## src/rtl/ifu_fetch.sv

```systemverilog
// ifu_fetch: instruction fetch unit.
//
// Owns the architectural PC. Fetches one word at a time from instruction
// memory over a req/ack handshake. Presents each fetched word with its PC to
// decode over a valid/ready handshake. At each hand-off it commits npc. If npc
// is misaligned or outside [PC_LO, PC_HI], it stops fetching and latches a
// sticky fault.
//
// Ports:
//   clk          clock; all state changes on the rising edge
//   reset        asynchronous active-low reset
//   imem_req     fetch request to instruction memory
//   imem_addr    fetch word address (always equal to pc)
//   imem_ack     memory acknowledge; imem_rdata is valid this cycle
//   imem_rdata   instruction word from memory
//   instr        fetched instruction presented to decode
//   pc           PC of instr; also feeds the next-PC logic
//   instr_valid  instr/pc are valid for decode
//   instr_ready  decode accepts instr this cycle
//   npc          next PC, sampled only at the hand-off
//   fault        sticky illegal-next-PC flag
//   fault_pc     npc value that caused the fault
//   instr_count  completed hand-offs, wraps modulo 2^32
module ifu_fetch #(
  parameter logic [31:0] RESET_PC = 32'h0000_3000,
  parameter logic [31:0] PC_LO    = 32'h0000_3000,
  parameter logic [31:0] PC_HI    = 32'h0000_6FFC
) (
  input  logic        clk,
  input  logic        reset,
  output logic        imem_req,
  output logic [31:0] imem_addr,
  input  logic        imem_ack,
  input  logic [31:0] imem_rdata,
  output logic [31:0] instr,
  output logic [31:0] pc,
  output logic        instr_valid,
  input  logic        instr_ready,
  input  logic [31:0] npc,
  output logic        fault,
  output logic [31:0] fault_pc,
  output logic [31:0] instr_count
);

  typedef enum logic [1:0] {
    StIdle,
    StFetch,
    StDeliver,
    StFault
  } state_e;

  state_e      state_q;
  logic        req_q;
  logic        valid_q;
  logic [31:0] pc_q;
  logic [31:0] instr_q;
  logic        fault_q;
  logic [31:0] fault_pc_q;
  logic [31:0] count_q;

  // Legality check on npc: word aligned and inside the fetch window.
  logic npc_legal;
  always_comb begin
    npc_legal = (npc[1:0] == 2'b00) && (npc >= PC_LO) && (npc <= PC_HI);
  end

  // Single FSM register block. Every output is a flop, so there is no
  // combinational path from any input to any output. Because req_q and
  // valid_q are cleared by the asynchronous reset, an outstanding fetch or
  // hand-off is withdrawn immediately when reset is asserted.
  always_ff @(posedge clk or negedge reset) begin
    if (!reset) begin
      state_q    <= StIdle;
      req_q      <= 1'b0;
      valid_q    <= 1'b0;
      pc_q       <= RESET_PC;
      instr_q    <= 32'h0;
      fault_q    <= 1'b0;
      fault_pc_q <= 32'h0;
      count_q    <= 32'h0;
    end else begin
      unique case (state_q)
        StIdle: begin
          // The request is raised together with the move to FETCH.
          state_q <= StFetch;
          req_q   <= 1'b1;
        end

        StFetch: begin
          // Hold req and addr until the memory responds.
          if (imem_ack) begin
            instr_q <= imem_rdata;
            valid_q <= 1'b1;
            req_q   <= 1'b0;
            state_q <= StDeliver;
          end
        end

        StDeliver: begin
          // valid_q is always set here. Until decode accepts, nothing changes,
          // and imem_ack and npc are ignored.
          if (instr_ready) begin
            valid_q <= 1'b0;
            count_q <= count_q + 32'd1;
            if (npc_legal) begin
              pc_q    <= npc;
              req_q   <= 1'b1;
              state_q <= StFetch;
            end else begin
              fault_q    <= 1'b1;
              fault_pc_q <= npc;
              state_q    <= StFault;
            end
          end
        end

        StFault: begin
          // Terminal until reset. All state is frozen.
          state_q <= StFault;
        end
      endcase
    end
  end

  assign imem_req    = req_q;
  assign imem_addr   = pc_q;
  assign pc          = pc_q;
  assign instr       = instr_q;
  assign instr_valid = valid_q;
  assign fault       = fault_q;
  assign fault_pc    = fault_pc_q;
  assign instr_count = count_q;

endmodule

```

## config.mk

```make
export PLATFORM = sky130hd
export DESIGN_NAME = ifu_fetch
export DESIGN_NICKNAME = d
export VERILOG_FILES = /design/src/rtl/ifu_fetch.sv
export SDC_FILE = /design/constraint.sdc
export NUM_CORES = 1
export LEC_CHECK = 0
export ABC_AREA = 1
export BUFFER_PORTS_ARGS = -buffer_cell sky130_fd_sc_hd__buf_4
export CAP_MARGIN = 15
export CORE_MARGIN = 5
export CORE_UTILIZATION = 37
export CTS_CLUSTER_SIZE = 20
export DETAILED_ROUTE_END_ITERATION = 10
export PLACE_DENSITY = 0.68
export SETUP_SLACK_MARGIN = 0.4
export SYNTH_ARGS = -nofsm -noshare
export SYNTH_HDL_FRONTEND = slang
export SYNTH_SLANG_ARGS = --single-unit
```

## constraint.sdc

```tcl
create_clock -name clk -period 1.59 [get_ports clk]
set_input_delay 0.2385 -clock clk [delete_from_list [all_inputs] [get_ports clk]]
set_output_delay 0.2385 -clock clk [all_outputs]
set_load 0.05 [all_outputs]
```

# Word-level counts from Yosys, hierarchy flattened
# Index checks and enable logic that the tools add are counted.
# W data, S select, Z words.
# classes
muxes	11
n_eq_ne	6
order_cmp	2
div	0
n_mul	0
n_bitwise	1
shifts	0
addsub	1
n_reduce_logical	13
# op_table
cell	n
$add A32 B1 Y32 const B	1
$ge A32 B14 Y1 const B	1
$le A32 B15 Y1 const B	1
$reduce_and A3 Y1	3
$pmux W2 S4	1
$mux W2	3
$ne A2 B2 Y1 const B	3
$reduce_and A2 Y1	3
$mux W1	5
$eq A2 B2 Y1 const B	2
$logic_not A2 Y1	2
$reduce_and A4 Y1	1
$pmux W1 S3	1
$reduce_bool A3 Y1	1
$eq A2 B1 Y1 const B	1
$logic_and A1 B1 Y1	2
$pmux W1 S2	1
$reduce_bool A2 Y1	1
$not A1 Y1	1
# word_totals
latchBits	0
n_memories	0
in_bits	68
output_inout_bits	163
ff_bits	133
rom_bits	0
mem_bits_rw	0

# Longest topological paths before layout
# Gate-level depths: netlist of the first run.
# depth
ltp_word	6
depth_mapped	10
mapped_depth_nobuf	10

# Worst setup path after synthesis of the first run
# Ideal clock, no wire load.
# synth_timing
path_kind	reg2reg
start	register count_q[0] (netlist: instr_count[0])
end	register count_q[12] (netlist: instr_count[12])
path_slack_ns	-0.247
stages_incl_launch_ff	8
synth_period_minus_slack_ns	1.837
n_path_buf	0
t_arrival_ns	1.695
setup_time_ns	0.142
cell_sequence	dfrtp_1 ha_1 inv_1 nor3_4 nand2_2 nor2_4 nand2_1 xnor2_1
# synth_between
elab_chain_cells	1
# synth_rtl
item	line	rtl
from (decl)	59	logic [31:0] count_q;
from (signal assigned)	104	count_q <= count_q + 32'd1;
$add A32 B1 Y32	104	
# No other way between the ends.
# A chain may end at the register's enable or synchronous reset.

# Worst setup path in the final report of the first run
# layout_timing
start	register state_q[0]
end	register instr_q[27] (netlist: instr[27])
# layout_between
elab_chain_cells	2
# layout_rtl
item	line	rtl
from (decl)	52	state_e state_q;
from (signal assigned)	73	state_q <= StIdle;
from (signal assigned)	85	state_q <= StFetch;
from (signal assigned)	95	state_q <= StDeliver;
$eq A2 B1 Y1	82	unique case (state_q)
$reduce_and A2 Y1 (no line)	--	
to (signal assigned)	92	instr_q <= imem_rdata;
to (decl)	56	logic [31:0] instr_q;
# No other way between the ends.

==> flow_summary.html, run 1 <==
<table>
<tr><th>Metric</th><th>Value</th></tr>
<tr><th colspan="2">Pwr</th></tr>
<tr><td>VDD IR max</td><td>1.34 mV</td></tr>
<tr><td>Ratio of total power to cell area</td><td>~1400 nW/µm²</td></tr>
<tr><td>Leakage Power</td><td>about 0.006 µW</td></tr>
<tr><th colspan="2">Floorplan</th></tr>
<tr><td>Overall die width</td><td>139 µm</td></tr>
<tr><td>Boundary pin count</td><td>approximately 230</td></tr>
<tr><td>Floorplan Core Area</td><td>16400 µm²</td></tr>
<tr><td>Die outline area</td><td>19200 µm²</td></tr>
<tr><td>Floorplan row count</td><td>47</td></tr>
<tr><td>Height of the die</td><td>139 µm</td></tr>
<tr><td>Starting utilization of the core area</td><td>between 30% and 40%</td></tr>
<tr><th colspan="2">Clock tree</th></tr>
<tr><td>Total number of H-tree levels</td><td>4</td></tr>
<tr><td>Clock root buffer</td><td>sky130_fd_sc_hd__clkbuf_16</td></tr>
<tr><td>Register clock-pin slew on the reported worst setup and hold paths</td><td>0.06 ns</td></tr>
<tr><td>Clk sink count</td><td>133</td></tr>
<tr><td>Largest buffer count on any clock path</td><td>2</td></tr>
<tr><td>Clock latency reported for the late side of the worst-skew pair</td><td>between 0.4 and 0.5 ns</td></tr>
<tr><td>TritonCTS clock tree</td><td>built</td></tr>
<tr><td>Number of CTS-inserted buffers</td><td>17</td></tr>
<tr><th colspan="2">Place</th></tr>
<tr><td>Detailed placement HPWL</td><td>13100 µm</td></tr>
<tr><td>Port Buffers</td><td>230</td></tr>
<tr><td>RD Place Congestion</td><td>0.925</td></tr>
<tr><td>Pre-CTS setup slack</td><td>0.0520 ns</td></tr>
<tr><th colspan="2">Synthesis</th></tr>
<tr><td>Yosys Warn Count</td><td>0</td></tr>
<tr><td>Average footprint of a synthesized cell</td><td>8.31 µm²</td></tr>
<tr><td>Proportion of synthesized chip area in sequential cells</td><td>a little over half</td></tr>
<tr><td>Instance count of the mapped netlist</td><td>~740</td></tr>
<tr><td>Synth Net Count</td><td>805</td></tr>
<tr><td>Yosys cell types</td><td>31</td></tr>
<tr><td>Synthesized cell area</td><td>6110 µm²</td></tr>
<tr><td>Flip-flop and latch count after synthesis</td><td>approximately 130</td></tr>
<tr><th colspan="2">Timing</th></tr>
<tr><td>Hold violation count in the final report</td><td>0</td></tr>
<tr><td>Setup TNS Final</td><td>0 ns</td></tr>
<tr><td>Final worst setup slack</td><td>0.0758 ns</td></tr>
<tr><td>Headroom to the max-slew limit</td><td>72.5%</td></tr>
<tr><td>Final slew viol count</td><td>0</td></tr>
<tr><td>FMAX</td><td>660 MHz</td></tr>
<tr><td>Final worst path period share</td><td>about 95%</td></tr>
<tr><td>Final number of setup-violating endpoints</td><td>0</td></tr>
<tr><td>Final worst path period need</td><td>about 1.5 ns</td></tr>
<tr><td>Worst-margin pin slew</td><td>0.412 ns</td></tr>
<tr><td>Max Clock Skew</td><td>between 0.008 and 0.009 ns</td></tr>
<tr><td>Unrepaired setup endpoints after global routing</td><td>yes</td></tr>
<tr><th colspan="2">Run status</th></tr>
<tr><td>Result of the run</td><td>finished, final reports clean</td></tr>
<tr><th colspan="2">Layout</th></tr>
<tr><td>Seq. cell area</td><td>roughly 3400 µm²</td></tr>
<tr><td>Multi-input gate area</td><td>between 3000 and 4000 µm²</td></tr>
<tr><td>Most frequent cells in the layout</td><td>sky130_fd_sc_hd__buf_4 (184), sky130_fd_sc_hd__buf_6 (176), sky130_fd_sc_hd__nand2_1 (161)</td></tr>
<tr><td>Number of nets at the end of the flow</td><td>1185</td></tr>
<tr><td>Share of layout cells above drive strength 1</td><td>63.8%</td></tr>
<tr><td>Number of fill cells in the layout</td><td>1037</td></tr>
<tr><td>Ant diodes</td><td>0</td></tr>
<tr><td>Most frequent standard cell in the layout excluding fill and tap cells</td><td>sky130_fd_sc_hd__buf_4</td></tr>
<tr><td>Post-synthesis to final-layout area growth</td><td>97.7%</td></tr>
<tr><th colspan="2">Routing</th></tr>
<tr><td>Number of vias per cell</td><td>between 4 and 5</td></tr>
<tr><td>1st-iter DRT viols</td><td>between 300 and 400</td></tr>
<tr><td>Number of vias in the routed layout</td><td>6535</td></tr>
<tr><td>Number of antenna-violating nets in the routed design</td><td>0</td></tr>
<tr><td>Pre-Repair DR Iteration Count</td><td>5</td></tr>
<tr><td>Final routed wire length divided by cell count</td><td>about 18 µm</td></tr>
<tr><td>Total Wirelength</td><td>~25000 µm</td></tr>
<tr><td>DRC</td><td>0</td></tr>
<tr><th colspan="2">Global route</th></tr>
<tr><td>Overflow left after global routing</td><td>0</td></tr>
<tr><td>Maximum number of pins on one net before global-route repair</td><td>43</td></tr>
<tr><td>Initial antenna violation count</td><td>0</td></tr>
<tr><td>Overall fraction of global-route tracks in use</td><td>21.0%</td></tr>
<tr><td>Wire length of the first global-routing pass</td><td>32300 µm</td></tr>
<tr><td>Number of global-route vias before repair</td><td>6213</td></tr>
<tr><th colspan="2">Setup path</th></tr>
<tr><td>Arr. time, crit path</td><td>1.81 ns</td></tr>
<tr><td>Startpoint of the lowest-slack register-to-register path</td><td>state_q[0]$_DFFE_PN0P_</td></tr>
<tr><td>Kind of launch point of the worst setup path</td><td>register</td></tr>
<tr><td>Required time reported for the critical path endpoint</td><td>1.89 ns</td></tr>
<tr><td>Launch point of the worst path</td><td>state_q[0]$_DFFE_PN0P_</td></tr>
<tr><td>Kind of critical path</td><td>reg2reg</td></tr>
<tr><td>Endpoint type of the worst setup path</td><td>register</td></tr>
<tr><td>Worst-path fanout max</td><td>8</td></tr>
<tr><th colspan="2">Run</th></tr>
<tr><td>Number of max-capacitance violations reported</td><td>0</td></tr>
<tr><th colspan="2">Min path</th></tr>
<tr><td>Class of the most critical hold timing path</td><td>in2reg</td></tr>
<tr><td>Hold_sp</td><td>imem_rdata[16]</td></tr>
</table>
worst paths after layout:
path | cells after the start | slack (ns) | to
setup / recovery | 10 | 0.08 | instr[27]$_DFFE_PN0P_
hold / removal | 3 | 0.03 | instr[16]$_DFFE_PN0P_
hold reg to reg | 2 | 0.50 | fault$_DFFE_PN0P_
min in group asynchronous | 2 | 0.29 | instr[17]$_DFFE_PN0P_
max in group asynchronous | 3 | 0.66 | imem_addr[12]$_DFFE_PN1P_
setup reg to reg | 10 | 0.08 | instr[27]$_DFFE_PN0P_
cell type report:
class	count	area share, %
Timing Repair Buffer	408	35.3
Sequential cell	133	27.9
Clock inverter	12	0.890
Tap cell	220	2.28
Clock buffer	20	3.70
Timing Repair inverter	3	0.404
Multi-Input combinational cell	480	26.9
Inverter	73	2.64
through the flow:
stage          hold slack (ns)  cells  total power, µW  utilization [%]  cell area [µm²]
2_1_floorplan          -0.0571    736             8480                -             6280
3_3_place_gp             0.170   1155            10500             49.6             8140
3_5_place_dp             0.178   1155            10500             49.6             8140
4_1_cts               0.000584   1267            15600             63.4            10400
5_1_grt                 0.0163   1349            18000             73.7            12100
6_report                0.0258   1349            17300             73.7            12100
repair_timing:
action,in CTS,in global routing
hold buffers,7,0
gates cloned,10,8
pin swaps,41,47
setup endpoints to repair,290,294
buffers inserted,63,74
gates resized for setup,261,282
endpoints found under the hold margin,40,0
metal layers:
| metal | up-vias | share of wire (%) | GRT usage (%) |
|---|---|---|---|
| met1 | 3195 | 36 | 24.3 |
| met4 | 0 | 3.8 | 7.59 |
| met3 | 69 | 7.8 | 7.69 |
| li1 | 2990 | - | - |
| met2 | 281 | 52 | 36.0 |
| met5 | - | 0 | 0 |
kinds of logic (layout without fill, tap and decap cells):
group / Yosys count / after routing / synth area share [%]
and+or+nand+nor: 428 / 429 / 30.1
DFF: 133 / 133 / 54.5
buffers and inverters: 124 / 516 / 10.1
AOI/OAI and AO/OA: 34 / 34 / 2.78
xor gates and xnor gates: 16 / 16 / 2.29
adders and majority gates: 1 / 1 / 0.205
flip-flops by register name, summed over array words and instances, names as in the netlist:
| signal | flops |
|---|---|
| imem_req | 1 |
| fault_pc | 32 |
| instr_count | 32 |
| fault | 1 |
| state_q | 2 |
| instr_valid | 1 |
| imem_addr | 32 |
| instr | 32 |
worst max-delay path, stage by stage, from the launching register on:
cell	delay, ns
sky130_fd_sc_hd__dfrtp_1	0.41
sky130_fd_sc_hd__buf_6	0.12
sky130_fd_sc_hd__buf_6	0.09
sky130_fd_sc_hd__inv_4	0.03
sky130_fd_sc_hd__nor2_4	0.13
sky130_fd_sc_hd__nand2_4	0.09
sky130_fd_sc_hd__buf_8	0.16
sky130_fd_sc_hd__buf_12	0.13
sky130_fd_sc_hd__buf_16	0.14
sky130_fd_sc_hd__nand2_2	0.05
sky130_fd_sc_hd__nand2_1	0.06
cell usage after synthesis (all sizes together):
| library cell | number | area, µm² |
|---|---|---|
| xor2 | 13 | 114 |
| inv | 72 | 270 |
| o21ai | 32 | 160 |
| nand3b | 4 | 30.0 |
| xnor2 | 3 | 26.3 |
| nand3 | 34 | 183 |
| nand4 | 6 | 58.8 |
| dfrtp | 131 | 3280 |
| a21oi | 2 | 10.0 |
| dfstp | 2 | 52.6 |
| nor3b | 1 | 7.51 |
| clkbuf | 7 | 26.3 |
| nand2 | 295 | 1120 |
| ha | 1 | 12.5 |
| buf | 44 | 315 |
| nor2 | 72 | 313 |
| clkinv | 1 | 5.00 |
| nor3 | 16 | 129 |
power by group:
part / internal (µW) / leakage (µW) / total [µW] / switching (µW)
combinational: 3550 / 0.00434 / 8550 / 4990
clock: 2190 / 0.000266 / 3720 / 1530
sequential: 4220 / 0.00155 / 5070 / 852
total: 9960 / 0.00616 / 17300 / 7380
Power figures use the tool's default switching activity.
==> run 2, diff against run 1 <==
--- a/config.mk
+++ b/config.mk
@@ -10,10 +10,10 @@
 export CAP_MARGIN = 15
 export CORE_MARGIN = 5
 export CORE_UTILIZATION = 37
-export CTS_CLUSTER_SIZE = 20
+export CTS_CLUSTER_SIZE = 30
 export DETAILED_ROUTE_END_ITERATION = 10
 export PLACE_DENSITY = 0.68
-export SETUP_SLACK_MARGIN = 0.4
+export SETUP_SLACK_MARGIN = 0.1
 export SYNTH_ARGS = -nofsm -noshare
 export SYNTH_HDL_FRONTEND = slang
 export SYNTH_SLANG_ARGS = --single-unit
==> run 2 against run 1 <==
Against the previous run:
- via count shrank 16%
- global-route usage shrank 3.4 points
- largest power group unchanged
- first-iteration DRC count shrank 20%
- routed wire length is 30% lower
- combinational power fell by 32%
- worst setup slack worse by 0.00092 ns
- sequential cell count unchanged
- hold slack got worse by 0.0059 ns
- non-clock buffer count decreased by 125
- critical path type is now reg2out
- cell count decreased by 9.6%
- power is 15% lower
- utilization down 18 points
==> flow_summary.html, run 2 (same netlist as run 1, synthesis figures left out) <==
<table>
<tr><th>Metric</th><th>Value</th></tr>
<tr><th colspan="2">Floorplan</th></tr>
<tr><td>Height of the die</td><td>~140 µm</td></tr>
<tr><td>Floorplan row count</td><td>47</td></tr>
<tr><td>Overall die width</td><td>139 µm</td></tr>
<tr><td>Starting utilization of the core area</td><td>37.3%</td></tr>
<tr><td>Die outline area</td><td>about 19000 µm²</td></tr>
<tr><td>Boundary pin count</td><td>231</td></tr>
<tr><td>Floorplan Core Area</td><td>approximately 16000 µm²</td></tr>
<tr><th colspan="2">Timing</th></tr>
<tr><td>Setup TNS Final</td><td>0 ns</td></tr>
<tr><td>Worst-margin pin slew</td><td>0.334 ns</td></tr>
<tr><td>Headroom to the max-slew limit</td><td>77.7%</td></tr>
<tr><td>Final slew viol count</td><td>0</td></tr>
<tr><td>Max Clock Skew</td><td>roughly 0.009 ns</td></tr>
<tr><td>Unrepaired setup endpoints after global routing</td><td>yes</td></tr>
<tr><td>FMAX</td><td>660 MHz</td></tr>
<tr><td>Hold violation count in the final report</td><td>0</td></tr>
<tr><td>Final number of setup-violating endpoints</td><td>0</td></tr>
<tr><td>Final worst path period need</td><td>~1.5 ns</td></tr>
<tr><td>Final worst path period share</td><td>a little over nine tenths</td></tr>
<tr><th colspan="2">Layout</th></tr>
<tr><td>Most frequent standard cell in the layout excluding fill and tap cells</td><td>sky130_fd_sc_hd__nand2_1</td></tr>
<tr><td>Share of layout cells above drive strength 1</td><td>39.0%</td></tr>
<tr><td>Number of fill cells in the layout</td><td>1461</td></tr>
<tr><td>Ant diodes</td><td>0</td></tr>
<tr><td>Number of nets at the end of the flow</td><td>1056</td></tr>
<tr><td>Post-synthesis to final-layout area growth</td><td>50.1%</td></tr>
<tr><td>Most frequent cells in the layout</td><td>sky130_fd_sc_hd__nand2_1 (283), sky130_fd_sc_hd__buf_4 (259), sky130_fd_sc_hd__dfrtp_1 (103)</td></tr>
<tr><th colspan="2">Routing</th></tr>
<tr><td>Number of antenna-violating nets in the routed design</td><td>0</td></tr>
<tr><td>Pre-Repair DR Iteration Count</td><td>4</td></tr>
<tr><td>Number of vias in the routed layout</td><td>approximately 5500</td></tr>
<tr><td>DRC</td><td>0</td></tr>
<tr><td>1st-iter DRT viols</td><td>264</td></tr>
<tr><td>Total Wirelength</td><td>17400 µm</td></tr>
<tr><td>Final routed wire length divided by cell count</td><td>14.3 µm</td></tr>
<tr><td>Number of vias per cell</td><td>roughly 4.5</td></tr>
<tr><th colspan="2">Global route</th></tr>
<tr><td>Wire length of the first global-routing pass</td><td>between 20000 and 30000 µm</td></tr>
<tr><td>Initial antenna violation count</td><td>0</td></tr>
<tr><td>Overall fraction of global-route tracks in use</td><td>17.6%</td></tr>
<tr><td>Number of global-route vias before repair</td><td>5130</td></tr>
<tr><td>Maximum number of pins on one net before global-route repair</td><td>41</td></tr>
<tr><td>Overflow left after global routing</td><td>0</td></tr>
<tr><th colspan="2">Setup path</th></tr>
<tr><td>Worst-path fanout max</td><td>3</td></tr>
<tr><td>Arr. time, crit path</td><td>about 1.3 ns</td></tr>
<tr><td>Cell Chain, Critical Path</td><td>buf_6, buf_4, buf_4</td></tr>
<tr><td>Most frequent CP cell</td><td>sky130_fd_sc_hd__buf_4</td></tr>
<tr><td>Kind of launch point of the worst setup path</td><td>register</td></tr>
<tr><td>Required time reported for the critical path endpoint</td><td>roughly 1.4 ns</td></tr>
<tr><td>CP max stage delay</td><td>0.42 ns</td></tr>
<tr><td>Kind of critical path</td><td>reg2out</td></tr>
<tr><td>Buffering stage count on the worst path with inverters included</td><td>3</td></tr>
<tr><td>Cell family with the largest share of critical-path delay</td><td>buffers and inverters</td></tr>
<tr><td>Endpoint type of the worst setup path</td><td>output port</td></tr>
<tr><td>Crit-path slowest cell</td><td>sky130_fd_sc_hd__dfrtp_2</td></tr>
<tr><th colspan="2">Place</th></tr>
<tr><td>Port Buffers</td><td>230</td></tr>
<tr><td>Detailed placement HPWL</td><td>13000 µm</td></tr>
<tr><td>RD Place Congestion</td><td>0.852</td></tr>
<tr><th colspan="2">Clock tree</th></tr>
<tr><td>Total number of H-tree levels</td><td>4</td></tr>
<tr><td>Clk sink count</td><td>133</td></tr>
<tr><td>Largest buffer count on any clock path</td><td>2</td></tr>
<tr><td>Clock latency reported for the late side of the worst-skew pair</td><td>0.41 ns</td></tr>
<tr><td>TritonCTS clock tree</td><td>built</td></tr>
<tr><td>Clock root buffer</td><td>sky130_fd_sc_hd__clkbuf_16</td></tr>
<tr><td>Register clock-pin slew on the reported worst setup and hold paths</td><td>0.06 ns</td></tr>
<tr><td>Number of CTS-inserted buffers</td><td>17</td></tr>
<tr><th colspan="2">Min path</th></tr>
<tr><td>Class of the most critical hold timing path</td><td>in2reg</td></tr>
<tr><th colspan="2">Run</th></tr>
<tr><td>Number of max-capacitance violations reported</td><td>0</td></tr>
<tr><th colspan="2">Run status</th></tr>
<tr><td>Result of the run</td><td>finished, final reports clean</td></tr>
<tr><th colspan="2">Pwr</th></tr>
<tr><td>VDD IR max</td><td>0.971 mV</td></tr>
<tr><td>Ratio of total power to cell area</td><td>1610 nW/µm²</td></tr>
<tr><td>Tot Pwr</td><td>14800 µW</td></tr>
<tr><td>Leakage Power</td><td>0.00483 µW</td></tr>
</table>
[run 2: what timing repair did]
action	4_1_cts	5_1_grt
setup endpoints to repair	27	90
hold buffers	16	0
resized for setup	5	50
pin swaps	1	22
buffers inserted	0	19
hold endpoints to repair	42	0
[run 2: layout make-up]
class,instances,area [µm²],area share (%)
inverter,73,284,3.09
timing repair buffer,283,2240,24.4
sequential,133,3370,36.7
clock inverter,14,200,2.18
clock buffer,18,439,4.79
multi-input combinational,479,2370,25.8
tap,220,275,3.00
[run 2: path summary, 6_finish.rpt]
check	from	to	slack, ns	depth (start not counted)
worst max-delay path	instr_count[9]$_DFFE_PN0P_	instr_count[9]	0.07	3
worst min-delay path	imem_rdata[30]	instr[30]$_DFFE_PN0P_	0.02	3
worst max register to register	instr_count[9]$_DFFE_PN0P_	instr_count[28]$_DFFE_PN0P_	0.09	10
worst min register to register	fault$_DFFE_PN0P_	fault$_DFFE_PN0P_	0.46	2
max in group asynchronous	reset	imem_addr[12]$_DFFE_PN1P_	0.72	3
min in group asynchronous	reset	instr_count[24]$_DFFE_PN0P_	0.30	2
[run 2: worst reg2reg max path, stage by stage (launching register included)]
cell and delay [ns]:
sky130_fd_sc_hd__dfrtp_2 0.38, sky130_fd_sc_hd__buf_6 0.13, sky130_fd_sc_hd__nand2_8 0.06, sky130_fd_sc_hd__nor3_4 0.30
sky130_fd_sc_hd__nand2_2 0.15, sky130_fd_sc_hd__nor2_4 0.13, sky130_fd_sc_hd__nand2_1 0.05, sky130_fd_sc_hd__nand2_1 0.05
sky130_fd_sc_hd__nand2_1 0.04, sky130_fd_sc_hd__nand2_1 0.05, sky130_fd_sc_hd__nand2_1 0.05
[run 2: stage by stage]
| stage | instance area [µm²] | hold slack (ns) | util, % | setup WS [ns] | cells |
|---|---|---|---|---|---|
| 2_1_floorplan | 6180 | -0.0571 | - | 0.0697 | 736 |
| 3_3_place_gp | 8030 | 0.141 | 48.9 | 0.109 | 1153 |
| 3_5_place_dp | 8030 | 0.143 | 48.9 | 0.0851 | 1153 |
| 4_1_cts | 8850 | 0.0000948 | 53.9 | 0.0911 | 1201 |
| 5_1_grt | 9180 | 0.00981 | 55.9 | -0.0267 | 1220 |
| 6_report | 9180 | 0.0198 | 55.9 | 0.0749 | 1220 |
[run 2: power by group]
group	total, µW	switching [µW]	internal (µW)
logic	5800	4090	1710
clock network	4200	1520	2680
registers	4800	587	4210
total	14800	6200	8600
[run 2: metal layers]
metal,GRT usage (%),share of wire [%],vias up,wire length [µm]
met4,5.72,1.6,0,277
met5,0,0,-,0
met3,5.79,8.0,20,1390
met2,28.9,49,183,8460
li1,-,-,2730,-
met1,22.0,42,2546,7290
